===== src/rtl/cic_pkg.sv =====
// Shared constants and helpers for the differential VCO CIC chain
// (CIC core, decimator and readout blocks).
package cic_pkg;

    localparam int BW_DEF           = 5;
    localparam int DEC_LOG2_MAX_DEF = 4;
    localparam int FIFO_DEPTH_DEF   = 4;

    // Ceiling log2, floored at 1 so it can always size a vector.
    function automatic int clog2(input int value);
        int r;
        r = 0;
        while ((64'd1 << r) < 64'(value)) begin
            r = r + 1;
        end
        return (r < 1) ? 1 : r;
    endfunction

    // Output width that holds 2^dec_log2_max full-scale samples without wrapping.
    function automatic int ow_calc(input int bw, input int dec_log2_max);
        return bw + 1 + dec_log2_max;
    endfunction

endpackage


===== src/rtl/sync_fifo_fwft.sv =====
// First-word-fall-through synchronous FIFO with registered storage;
// the head entry is visible on rd_data whenever empty is low.
module sync_fifo_fwft
    import cic_pkg::*;
#(
    parameter int WIDTH = 8,
    parameter int DEPTH = 4
) (
    input  logic                      CLK,
    input  logic                      RES,
    input  logic                      push,
    input  logic [WIDTH-1:0]          push_data,
    input  logic                      pop,
    output logic [WIDTH-1:0]          rd_data,
    output logic                      empty,
    output logic                      full,
    output logic [clog2(DEPTH+1)-1:0] level
);

    localparam int AW = clog2(DEPTH);
    localparam int LW = clog2(DEPTH + 1);

    logic [WIDTH-1:0] mem_r [DEPTH];
    logic [AW-1:0]    wr_ptr_r;
    logic [AW-1:0]    rd_ptr_r;
    logic [LW-1:0]    level_r;
    logic             do_push_s;
    logic             do_pop_s;

    // A push into a full FIFO is accepted only when the head leaves on the same edge.
    always_comb begin
        do_pop_s  = pop & (level_r != LW'(0));
        do_push_s = push & ((level_r != LW'(DEPTH)) | do_pop_s);
    end

    // Storage, pointers and occupancy.
    always_ff @(posedge CLK) begin
        if (RES) begin
            for (int i = 0; i < DEPTH; i++) begin
                mem_r[i] <= '0;
            end
            wr_ptr_r <= '0;
            rd_ptr_r <= '0;
            level_r  <= '0;
        end else begin
            if (do_push_s) begin
                mem_r[wr_ptr_r] <= push_data;
                wr_ptr_r        <= wr_ptr_r + AW'(1);
            end
            if (do_pop_s) begin
                rd_ptr_r <= rd_ptr_r + AW'(1);
            end
            case ({do_push_s, do_pop_s})
                2'b10:   level_r <= level_r + LW'(1);
                2'b01:   level_r <= level_r - LW'(1);
                default: level_r <= level_r;
            endcase
        end
    end

    assign rd_data = mem_r[rd_ptr_r];
    assign empty   = (level_r == LW'(0));
    assign full    = (level_r == LW'(DEPTH));
    assign level   = level_r;

endmodule


===== src/rtl/cic_diff_decimator.sv =====
// Integrate-and-dump decimator for the CIC difference word, by a runtime
// power of two, with a FWFT output buffer and sticky drop flag.
module cic_diff_decimator
    import cic_pkg::*;
#(
    parameter int BW           = BW_DEF,
    parameter int DEC_LOG2_MAX = DEC_LOG2_MAX_DEF,
    parameter int FIFO_DEPTH   = FIFO_DEPTH_DEF
) (
    input  logic                                CLK,
    input  logic                                RES,
    input  logic                                ENABLE,
    input  logic [BW:0]                         IN,
    input  logic [clog2(DEC_LOG2_MAX+1)-1:0]    DEC_SEL,
    output logic [ow_calc(BW, DEC_LOG2_MAX)-1:0] OUT_DATA,
    output logic                                OUT_VALID,
    input  logic                                OUT_READY,
    output logic [clog2(FIFO_DEPTH+1)-1:0]      LEVEL,
    output logic                                OVF,
    input  logic                                OVF_CLR
);

    localparam int OW = ow_calc(BW, DEC_LOG2_MAX);
    localparam int SW = clog2(DEC_LOG2_MAX + 1);
    localparam int CW = (DEC_LOG2_MAX > 0) ? DEC_LOG2_MAX : 1;

    logic [OW-1:0] acc_r;
    logic [CW-1:0] cnt_r;
    logic [SW-1:0] dec_lat_r;
    logic          ovf_r;

    logic [SW-1:0] dec_eff_s;
    logic [SW-1:0] lat_s;
    logic [CW-1:0] term_s;
    logic [OW-1:0] sum_s;
    logic          push_s;
    logic          pop_s;
    logic          drop_s;
    logic          empty_s;
    logic          full_s;

    // Frame control; the first sample of a frame already uses the fresh exponent.
    always_comb begin
        if (DEC_SEL > SW'(DEC_LOG2_MAX)) begin
            dec_eff_s = SW'(DEC_LOG2_MAX);
        end else begin
            dec_eff_s = DEC_SEL;
        end
        lat_s  = (cnt_r == CW'(0)) ? dec_eff_s : dec_lat_r;
        term_s = ~({CW{1'b1}} << lat_s);
        sum_s  = acc_r + OW'(signed'(IN));
        push_s = ENABLE & (cnt_r == term_s);
        pop_s  = ~empty_s & OUT_READY;
        drop_s = push_s & full_s & ~pop_s;
    end

    // Accumulator, sample counter and latched exponent; all hold while ENABLE is low.
    always_ff @(posedge CLK) begin
        if (RES) begin
            acc_r     <= '0;
            cnt_r     <= '0;
            dec_lat_r <= '0;
        end else if (ENABLE) begin
            if (cnt_r == CW'(0)) begin
                dec_lat_r <= dec_eff_s;
            end
            if (push_s) begin
                acc_r <= '0;
                cnt_r <= '0;
            end else begin
                acc_r <= sum_s;
                cnt_r <= cnt_r + CW'(1);
            end
        end
    end

    // Sticky drop flag; a drop wins over a same-edge clear.
    always_ff @(posedge CLK) begin
        if (RES) begin
            ovf_r <= 1'b0;
        end else if (drop_s) begin
            ovf_r <= 1'b1;
        end else if (OVF_CLR) begin
            ovf_r <= 1'b0;
        end
    end

    sync_fifo_fwft #(
        .WIDTH (OW),
        .DEPTH (FIFO_DEPTH)
    ) u_fifo (
        .CLK       (CLK),
        .RES       (RES),
        .push      (push_s),
        .push_data (sum_s),
        .pop       (pop_s),
        .rd_data   (OUT_DATA),
        .empty     (empty_s),
        .full      (full_s),
        .level     (LEVEL)
    );

    assign OUT_VALID = ~empty_s;
    assign OVF       = ovf_r;

endmodule

===== config.mk =====
export PLATFORM = sky130hd
export DESIGN_NAME = cic_diff_decimator
export DESIGN_NICKNAME = d
export VERILOG_FILES = /design/src/rtl/cic_pkg.sv /design/src/rtl/sync_fifo_fwft.sv /design/src/rtl/cic_diff_decimator.sv
export SDC_FILE = /design/constraint.sdc
export NUM_CORES = 1
export LEC_CHECK = 0
export ABC_AREA = 1
export CORE_MARGIN = 2
export CORE_UTILIZATION = 23
export DETAILED_ROUTE_END_ITERATION = 8
export HOLD_SLACK_MARGIN = 0.08
export PLACE_DENSITY = 0.44
export RECOVER_POWER = 100
export SLEW_MARGIN = 20
export SYNTH_ARGS = -nofsm -noshare
export SYNTH_HDL_FRONTEND = slang
export SYNTH_SLANG_ARGS = --single-unit

===== constraint.sdc =====
create_clock -name CLK -period 3.95 [get_ports CLK]
set_input_delay 0.395 -clock CLK [delete_from_list [all_inputs] [get_ports CLK]]
set_output_delay 0.395 -clock CLK [all_outputs]
set_load 0.02 [all_outputs]

After elaboration in Yosys (flattened, before gate mapping):

Memory sizes are Yosys's and may differ from the RTL's. A register that Yosys moved wholly into a read port is not among the register bits.
Index checks and enable logic that the tools add are counted.

* add/sub/neg operators: 6
* $lt $le $gt $ge: 1
* eq/ne operators: 5
* shift-type cells: 1
* muxes and demuxes: 17
* bitwise operators: 10
* reductions and logical operators: 6

Operators by type and width (count)
* $mux W10: 2
* $add A10 B10 Y10: 1
* $reduce_or A10 Y1: 1
* $mux W1: 8
* $and A1 B1 Y1: 6
* $mux W2: 3
* $mux W3: 2
* $pmux W3 S2: 1
* $add A2 B1 Y2 const B: 2
* $add A4 B1 Y4 const B: 1
* $eq A4 B4 Y1: 1
* $logic_not A4 Y1: 1
* $mux W4: 1
* $not A4 Y4: 1
* $reduce_bool A2 Y1: 2
* $shl A4 B3 Y4 const A: 1
* $add A3 B1 Y3 const B: 1
* $eq A3 B3 Y1 const B: 1
* $gt A3 B3 Y1 const B: 1
* $logic_not A3 Y1: 1
* $ne A3 B3 Y1 const B: 1
* $reduce_bool A3 Y1: 1
* $sub A3 B1 Y3 const B: 1
* $eq A2 B1 Y1 const B: 1
* other kinds (3): 4

* bits in registers: 25
* RAM bits: 40
* input bits: 14
* output and inout bits: 15
* logic and storage cells: 54
* memories kept: 1

Memory list
* u_fifo.mem_r: depth 4, width 10, rd ports 1, clocked after memory_dff 1, write ports 4, line sync_fifo_fwft.sv:23 `logic [WIDTH-1:0] mem_r [DEPTH];`

Depth between registers and ports, before layout:

* word-level depth: 13
* mapped depth: 18
* mapped depth without buffers: 18

Modules after synthesis:

Synthesis repeated with hierarchy kept, for this count alone.

* cells, all modules: 445
* area total of the unflattened synthesis: 3746.1 µm²

Modules (own cells, without submodules)
* sync_fifo_fwft: times used 1, cells each 222, area an instance 2307.2 µm², sequential area each 1381.3 µm²
* cic_diff_decimator: times used 1, cells each 223, area an instance 1438.9 µm², sequential area each 360.3 µm²

Least setup slack after synthesis:

Ideal clock, no wire load.

* kind: register -> register
* start: reg cnt_r[0]
* end: mem u_fifo.mem_r[0][0] (netlist name), enable pin
* library setup time: 0.340 ns
* data arrival time: 2.023 ns
* required time: 3.610 ns
* path slack: 1.587 ns
* stages on the path, launching flop included: 17
* buffers on the path: 1
* clock period less this slack: 2.363 ns
* cells stage by stage: dfxtp_1 inv_1 ha_1 nand2_2 nand2_2 nand2_2 nand3_2 nand2_1 nand3_2 nor2_4 nand2_4 nor2_8 nand2_4 nor2_4 nand2_2 buf_6 nand2_1

RTL lines
* start: declaration: line cic_diff_decimator.sv:28 `logic [CW-1:0] cnt_r;`
* start signal: assignment: line cic_diff_decimator.sv:72 `cnt_r <= cnt_r + CW'(1);`
* end: declaration: line sync_fifo_fwft.sv:23

==> flow_metrics.tcl <==
set metrics [dict create \
    grt_max_degree 22 \
    worstMarginPinSlew_ps 857 \
    cp-start-kind "primary input" \
    dieArea_um2 15600 \
    hold_ws_ps 464 \
    post_cts_resized 0 \
    ys_ff_latch 67 \
    dr.first_iter.drc_count 141 \
    cp_common_cell "nand2_1" \
    cts.sinks 67 \
    peakVddDrop_uv 304 \
    multi_input_area_um2 1400 \
    htree_levels 3 \
    end_kind "flip-flop" \
    drv_slew 0 \
    regArea_um2 1740 \
    grt_pass1_vias 2678 \
    hold_start "OVF" \
    pin_count 29 \
    clkLatencyLatePin_ps 330 \
    grt_setup_unrepaired "false" \
    setup_viol 0 \
    status "complete, no violations" \
    place.gp.congestion 0.805 \
    antennaDiodeCount 0 \
    cp_data_required_time_ps 3940 \
    initial_utilization 0.234 \
    avgSynthCellArea_um2 8.81 \
    hold_class "reg2reg" \
    numCtsBuffers 9 \
    core-area_um2 14400 \
    nNetsFinal 434 \
    worstSetupStartpoint "ENABLE" \
    path_max_fanout 14 \
    fmax_mhz 307 \
    ctsHoldBuffers 0 \
    power.internal_mw 1.59 \
    dp_hpwl_um 6170 \
    cts_tree "yes" \
    ant_nets 0 \
    clk_pin_slew_ps 60 \
    fin_crit_sh 0.825 \
    avgViaCountPerCell 4.43 \
    wl_per_cell_um 14.1 \
    die_x_um 125 \
    antenna_found_initial 0 \
    tns_ps 0 \
    synthCells 381 \
    vias 2639 \
    maxSlewHeadroom 0.429 \
    routed_wl_um 8380 \
    overflow 0 \
    arrival_ps 3240 \
    rows 44 \
    pwr-share-seq 0.359 \
    die_h_um 125 \
    grt_pass1_wl_um 13600 \
    io_buffers 28 \
    critPathKind "in2reg" \
    pwr-share-clk 0.359 \
    ys_types 30 \
    p_per_area_nw_per_um2 584 \
    worstPathCellList "dlygate4sd3_1, inv_1, a21oi_1, nand2_1, inv_1, nand3_2, nor2_1, nand2_1, nor2_8, nand2_4, nor2_4, nand2_1, nand2_1" \
    cts_setup_buffers 0 \
    grt_use_total 0.112 \
    max_cap_violations 0 \
    synth_warnings 0 \
    swShare 0.337 \
    p_comb_frac 0.282 \
    final.fill_count 1538 \
    syn_nets 408 \
    final_common_cell "nor2_1" \
    root_buffer "clkbuf_16" \
    hold_viol_final 0 \
    cts_buffer_depth 2 \
    yosysSeqAreaShare 0.519 \
    drt_pass1_iterations 4 \
    drive_gt1_frac 0.0680 \
    cp_slowest_cell "dlygate4sd3_1" \
    period_minus_slack_ps 3260 \
    synthToLayoutAreaGrowth_pct 22.0 \
    layout_common_cells "74 x nor2_1, 63 x nand2_1, 40 x edfxtp_1, 33 x inv_1, 31 x a21oi_1" \
    p_switching_mw 0.806 \
    leakagePower_nw 1.69 \
    cp_num_buf_inv 3 \
    synth_area_um2 3360 \
    drcViolationCount 0 \
    reg2reg_from "cnt_r[1]" \
    path_delay_family "simple AND/OR/NAND/NOR gates" \
    fin_worst_skew_ps 4.50 \
    critPathMaxStageDelay_ps 730 \
]
synth_stat cells, drive strengths merged:
cell / count / area share
nor2: 77 / 0.098
nand2: 68 / 0.085
edfxtp: 40 / 0.36
inv: 33 / 0.037
a21oi: 31 / 0.046
dfxtp: 27 / 0.16
o21ai: 27 / 0.040
nand3: 13 / 0.022
ha: 11 / 0.041
o22ai: 11 / 0.021
clkbuf: 9 / 0.010
nand4: 6 / 0.011
xor2: 6 / 0.016
buf: 5 / 0.011
or2: 5 / 0.0093
nor4: 3 / 0.0056
fa: 2 / 0.012
o211ai: 2 / 0.0045
xnor2: 2 / 0.0052
nor3: 1 / 0.0015
o2111ai: 1 / 0.0026
o21bai: 1 / 0.0022
registers in the layout (all words and copies together), names as in the netlist, named ones only:
name	flops
OVF	1
acc_r	10
cnt_r	4
dec_lat_r	3
u_fifo.level	3
u_fifo.mem_r	40
u_fifo.rd_ptr_r	2
u_fifo.wr_ptr_r	2
stage by stage:
step	instance area (um2)	std cells	total power, mW	worst slack, ps	utilization
floorplan	3360	381	1.30	1590	-
global placement	3800	580	1.59	729	0.265
detailed placement	3800	580	1.59	649	0.265
CTS	4120	596	2.45	790	0.287
global route	4100	596	2.52	397	0.285
finish	4100	596	2.39	693	0.285
logic make-up (layout without fill, tap and decap cells):
group                      after synthesis  count (layout)  share of synthesized area
and+or+nand+nor                        173             173                      0.233
DFF                                     67              67                      0.519
buffers and inverters                   47              78                     0.0582
adders and majority gates               13              13                     0.0529
AOI/OAI and AO/OA                       73              73                      0.116
xor gates and xnor gates                 8               8                     0.0209
layout make-up:
| class | instances | share of cell area |
|---|---|---|
| clock buffer | 9 | 0.0550 |
| timing repair buffer | 29 | 0.0694 |
| multi-input combinational | 267 | 0.342 |
| sequential | 67 | 0.425 |
| tap | 184 | 0.0562 |
| clock inverter | 7 | 0.0223 |
| inverter | 33 | 0.0302 |
worst reg2reg max path: stages, from the launching register on:
cell and delay [ps]:
dfxtp_1 380, inv_1 110, ha_1 260, nand2_2 130, nand2_2 70, nand2_2 100, nand3_2 100, nand2_1 80
nand3_2 50, nor2_1 170, nand2_1 210, nor2_8 170, nand2_4 130, nor2_4 130, nand2_1 220, nand2_1 400
power groups by stage:
stage               Combinational, mW  Sequential (mW)  Clock, mW
floorplan                       0.445            0.855          0
global placement                0.711            0.877          0
detailed placement              0.714            0.876          0
CTS                             0.717            0.862      0.873
global route                    0.756            0.871      0.897
finish                          0.674            0.859      0.860
metal layers:
layer	GRT usage	vias to the layer above	wire, um
li1	-	1329	-
met1	0.147	1242	3990
met2	0.179	55	3860
met3	0.0296	13	384
met4	0.0344	0	140
met5	0	-	0
worst paths after layout:
path / endpoint / slack, ps / depth (start not counted)
min reg2reg: OVF / 460 / 2
max reg2reg: u_fifo.mem_r[2][1] / 900 / 15
max: u_fifo.mem_r[2][1] / 690 / 13
min: OVF / 460 / 2
(Power assumes the default switching activity.)
==> RTL change 1: new RTL, config.mk and constraints unchanged <==
`FIFO_DEPTH_DEF`: 4 -> 2.
--- a/src/rtl/cic_pkg.sv
+++ b/src/rtl/cic_pkg.sv
@@ -4,7 +4,7 @@
 
     localparam int BW_DEF           = 5;
     localparam int DEC_LOG2_MAX_DEF = 4;
-    localparam int FIFO_DEPTH_DEF   = 4;
+    localparam int FIFO_DEPTH_DEF   = 2;
 
     // Ceiling log2, floored at 1 so it can always size a vector.
     function automatic int clog2(input int value);
Interface: changed (resized LEVEL); port bits go from 29 to 28. No check against the original RTL was run, so the function may have changed too.
==> RTL change 1 against the original RTL <==
- clock skew rose by 8.4 ps
- die area fell by 23%
- critical path type unchanged
- non-clock buffer count did not move
- first-iteration DRC count fell by 41%
- final area fell by 27%
- core utilization fell by 0.92 points
- critical endpoint is now u_fifo.mem_r[1][0]$_SDFFCE_PN0P_
- fmax rose by 5.7%
- wire length fell by 32%
- sequential cell count fell by 24
- synthesized area fell by 23%
- setup slack improved by 170 ps
Power is not compared: it rests on default switching activity, and its combinational part moved more than twofold at a synthesized area within 25%.
==> RTL change 1: results (changes against the original RTL) <==
[status]
run_status = finished clean

[global_routing]
grt_first_pass_wirelength_um = 9650  ; -29%
grt_use_met1_pct = 14.2  ; -0.50 points
grt_max_degree = 28  ; +27%
grt_antenna_before_repair = 0  ; unchanged
grtUsageMet3_pct = 2.19  ; -0.77 points
globalRouteMet2Util_pct = 16.8  ; -1.1 points
track_usage_pct = 10.5  ; -0.66 points

[pwr]
power_leakage_nw = 1.33

[clock_tree]
maximum_level_of_the_cts_h_tree = 2  ; -1
cts.reportedPaths.clkPinSlew_ps = 90  ; +30 ps
clk_lat_worst_skew_ps = 300  ; -30 ps
tritoncts.num_buffers = 5  ; -4
cts.repair.resized = 0  ; unchanged
cts_root_buffer = sky130_fd_sc_hd__clkbuf_8

[placed_design]
routabilityCongestion = 0.766  ; -4.9%
dp_hpwl_um = 4360  ; -29%
place.port_buffers = 27  ; -3.6%
dpl_cell_area_um2 = 2970  ; -22%

[synthesis]
synth_compound_gate_area_share_pct = 7.98  ; -3.7 points
synth_cell_type_count = 28  ; -6.7%
seq_area_frac_synth_pct = 41.3  ; -11 points
synthesis.yosys.warnings = 0  ; unchanged
ys_dominant_reg_cell = sky130_fd_sc_hd__dfxtp_1
synth_xor_xnor_area_share_pct = 2.38  ; +0.30 points
postSynthAreaPerCell_um2 = 8.40  ; -4.6%
yosys-top-cells-area = sky130_fd_sc_hd__edfxtp_1, sky130_fd_sc_hd__dfxtp_1, sky130_fd_sc_hd__nand2_1
number_of_nets_in_the_synthesized_netlist = 333  ; -18%
yosys.area_share.adder_pct = 6.62  ; +1.3 points
synth_enable_flop_cells = 20  ; -50%

[setup_path]
reg2reg_setup_slack_ps = 1050  ; +150 ps
r2r_path_start = cnt_r[0]$_SDFFE_PP0P_
cp_slowest_stage_delay_ps = 610  ; -120 ps
regToRegEndpoint = u_fifo.mem_r[1][0]$_SDFFCE_PN0P_
crit_arrival_ps = 3040  ; -200 ps
critical_path.slowest_cell = sky130_fd_sc_hd__clkbuf_1
worst-path-max-fanout = 19  ; +5

[hold_path]
holdPathEnd = u_fifo.rd_ptr_r$_SDFFE_PP0P_
timing.hold.worst.start = u_fifo.rd_ptr_r$_SDFFE_PP0P_

[finish]
final_nets = 359  ; -17%
drive_gt1_share_pct = 11.7  ; +4.9 points

[drt]
route.detailed.wl_per_inst_um = 12.1  ; -14%
wirelength_met1_um = 2850  ; -29%
met2WireLength_um = 2620  ; -32%
met3_length_um = 207  ; -46%
post_route_wl_um = 5740  ; -32%
drt_first_iter_violations = 83  ; -41%

[timing]
layout_worst_path_cycle_share_pct = 78.0  ; -4.4 points
holdWs_ps = 460  ; -3.32 ps

-- RTL change 1: worst register-to-register path: stages (launching register included) --
cell	delay, ps
sky130_fd_sc_hd__dfxtp_1	390
sky130_fd_sc_hd__inv_1	120
sky130_fd_sc_hd__ha_1	300
sky130_fd_sc_hd__nand2_2	150
sky130_fd_sc_hd__nand2_2	60
sky130_fd_sc_hd__nand2_2	120
sky130_fd_sc_hd__nor2_2	40
sky130_fd_sc_hd__nor2_1	150
sky130_fd_sc_hd__nand2_2	50
sky130_fd_sc_hd__nor2_1	170
sky130_fd_sc_hd__nand3_4	200
sky130_fd_sc_hd__nor2_1	240
sky130_fd_sc_hd__nand2_2	200
sky130_fd_sc_hd__nand2_1	370
-- RTL change 1: area by class of cell --
cell class              count  area [um2]
fillers                  1150        7890
multi-input cells         209        1230
flip-flops and latches     43        1060
repair buffers             29         278
well taps                 140         175
inverters                  44         165
clock buffers               5        68.8
clock inverters             3        25.0
==> RTL change 2: new RTL, same settings <==
Made on the original files. Put a register stage on the output `LEVEL`, without a reset. The value now appears one clock later. The other outputs are not delayed to match.
--- a/src/rtl/cic_diff_decimator.sv
+++ b/src/rtl/cic_diff_decimator.sv
@@ -23,6 +23,8 @@
     localparam int OW = ow_calc(BW, DEC_LOG2_MAX);
     localparam int SW = clog2(DEC_LOG2_MAX + 1);
     localparam int CW = (DEC_LOG2_MAX > 0) ? DEC_LOG2_MAX : 1;
+
+    logic [clog2(FIFO_DEPTH+1)-1:0] LEVEL_d;
 
     logic [OW-1:0] acc_r;
     logic [CW-1:0] cnt_r;
@@ -97,10 +99,14 @@
         .rd_data   (OUT_DATA),
         .empty     (empty_s),
         .full      (full_s),
-        .level     (LEVEL)
+        .level     (LEVEL_d)
     );
 
     assign OUT_VALID = ~empty_s;
     assign OVF       = ovf_r;
 
+    always_ff @(posedge CLK) begin
+        LEVEL <= LEVEL_d;
+    end
+
 endmodule
Function: changed (Yosys sat finds a counterexample within 4 cycles, from zero or initial values).
==> RTL change 2 against the original RTL <==
- wire length rose by 3.4%
- final area is 1.1% higher
- sequential cell count is 3 higher
- non-clock buffer count is 1 higher
- total power up 0.25%
- synthesized area rose by 1.8%
- first-iteration DRC count is 81% higher
- clock power decreased by 6.7%
- core utilization is essentially flat
- setup slack improved by 52 ps
- largest cell class unchanged
==> RTL change 2: results (changes against the original RTL) <==
[setup_path]
crit_arrival_ps = 3190  ; -50 ps
timing.critical_path.to = u_fifo.mem_r[1][8]$_SDFFCE_PN0P_
reg2reg_setup_slack_ps = 800  ; -100 ps

[global_routing]
grt_use_met1_pct = 15.9  ; +1.2 points
grtUsageMet3_pct = 2.97  ; +0.0097 points
track_usage_pct = 11.6  ; +0.47 points
grt_first_pass_wirelength_um = 14000  ; +3.0%
globalRouteMet2Util_pct = 18.0  ; +0.059 points

[finish]
stdcell_count = 600  ; +0.67%
final_nets = 438  ; +0.92%
filler_cells_inserted = 1585  ; +3.1%

[placed_design]
routabilityCongestion = 0.829  ; +3.0%
dpl_cell_area_um2 = 3870  ; +1.8%
preCtsSetupSlack_ps = 597  ; -52.2 ps
dp_hpwl_um = 6390  ; +3.5%

[hold_path]
timing.hold.worst.start = u_fifo.level[1]$_SDFFE_PP0P_
worst_hold_path.num_cells = 0  ; -2

[drt]
met2WireLength_um = 4000  ; +3.7%
via_count = 2624  ; -0.57%
drt_first_iter_violations = 255  ; +81%
met3_length_um = 405  ; +5.5%
route.detailed.wl_per_inst_um = 14.4  ; +2.7%
wirelength_met1_um = 4140  ; +3.5%
dr.pass1.iters = 5  ; +1

[clock_tree]
clk_lat_worst_skew_ps = 330  ; about the same

[timing]
timing.clock.skew_ps = 6.13  ; +1.64 ps
timing.fmax_ghz = 0.312  ; +1.6%
holdWs_ps = 380  ; -83.3 ps

[synthesis]
seq_area_frac_synth_pct = 52.7  ; +0.83 points
postSynthAreaPerCell_um2 = 8.90  ; +1.0%
number_of_nets_in_the_synthesized_netlist = 411  ; +0.74%
yosys-top-cells-area = sky130_fd_sc_hd__edfxtp_1, sky130_fd_sc_hd__dfxtp_1, sky130_fd_sc_hd__nor2_1
yosys-top-cells-count = sky130_fd_sc_hd__nor2_1, sky130_fd_sc_hd__nand2_1, sky130_fd_sc_hd__edfxtp_1

[pwr]
power_leakage_nw = 1.71  ; +1.6%
power.ir.vdd_worst_mv = 0.200  ; -34%

[status]
run_status = finished clean

RTL change 2: cell families (layout without fill, tap and decap cells):
family | after synthesis | count (layout) | share of synthesized area [%]
buffers and inverters | 48 | 80 | 5.82
AOI/OAI and AO/OA | 74 | 74 | 11.6
DFF | 70 | 70 | 52.7
adders and majority gates | 13 | 13 | 5.20
xor gates and xnor gates | 8 | 8 | 2.05
and+or+nand+nor | 171 | 171 | 22.6
RTL change 2: layout make-up:
type	count	area (um2)	area share, %
clock buffer	9	225	5.44
clock inverter	7	72.6	1.75
inverter	34	128	3.08
multi-input combinational	266	1390	33.5
sequential	70	1800	43.5
tap	184	230	5.56
timing repair buffer	30	295	7.13
RTL change 2: critical path: cells and delay by family:
kind / cells / cell delay, ps
AOI/OAI and AO/OA: 1 / 190
buffers and inverters: 3 / 1070
and+or+nand+nor: 7 / 1530
RTL change 2: power by group:
| group | internal [W] | switching [W] |
|---|---|---|
| clock | 0.000490 | 0.000311 |
| sequential | 0.000842 | 0.0000426 |
| combinational | 0.000245 | 0.000467 |
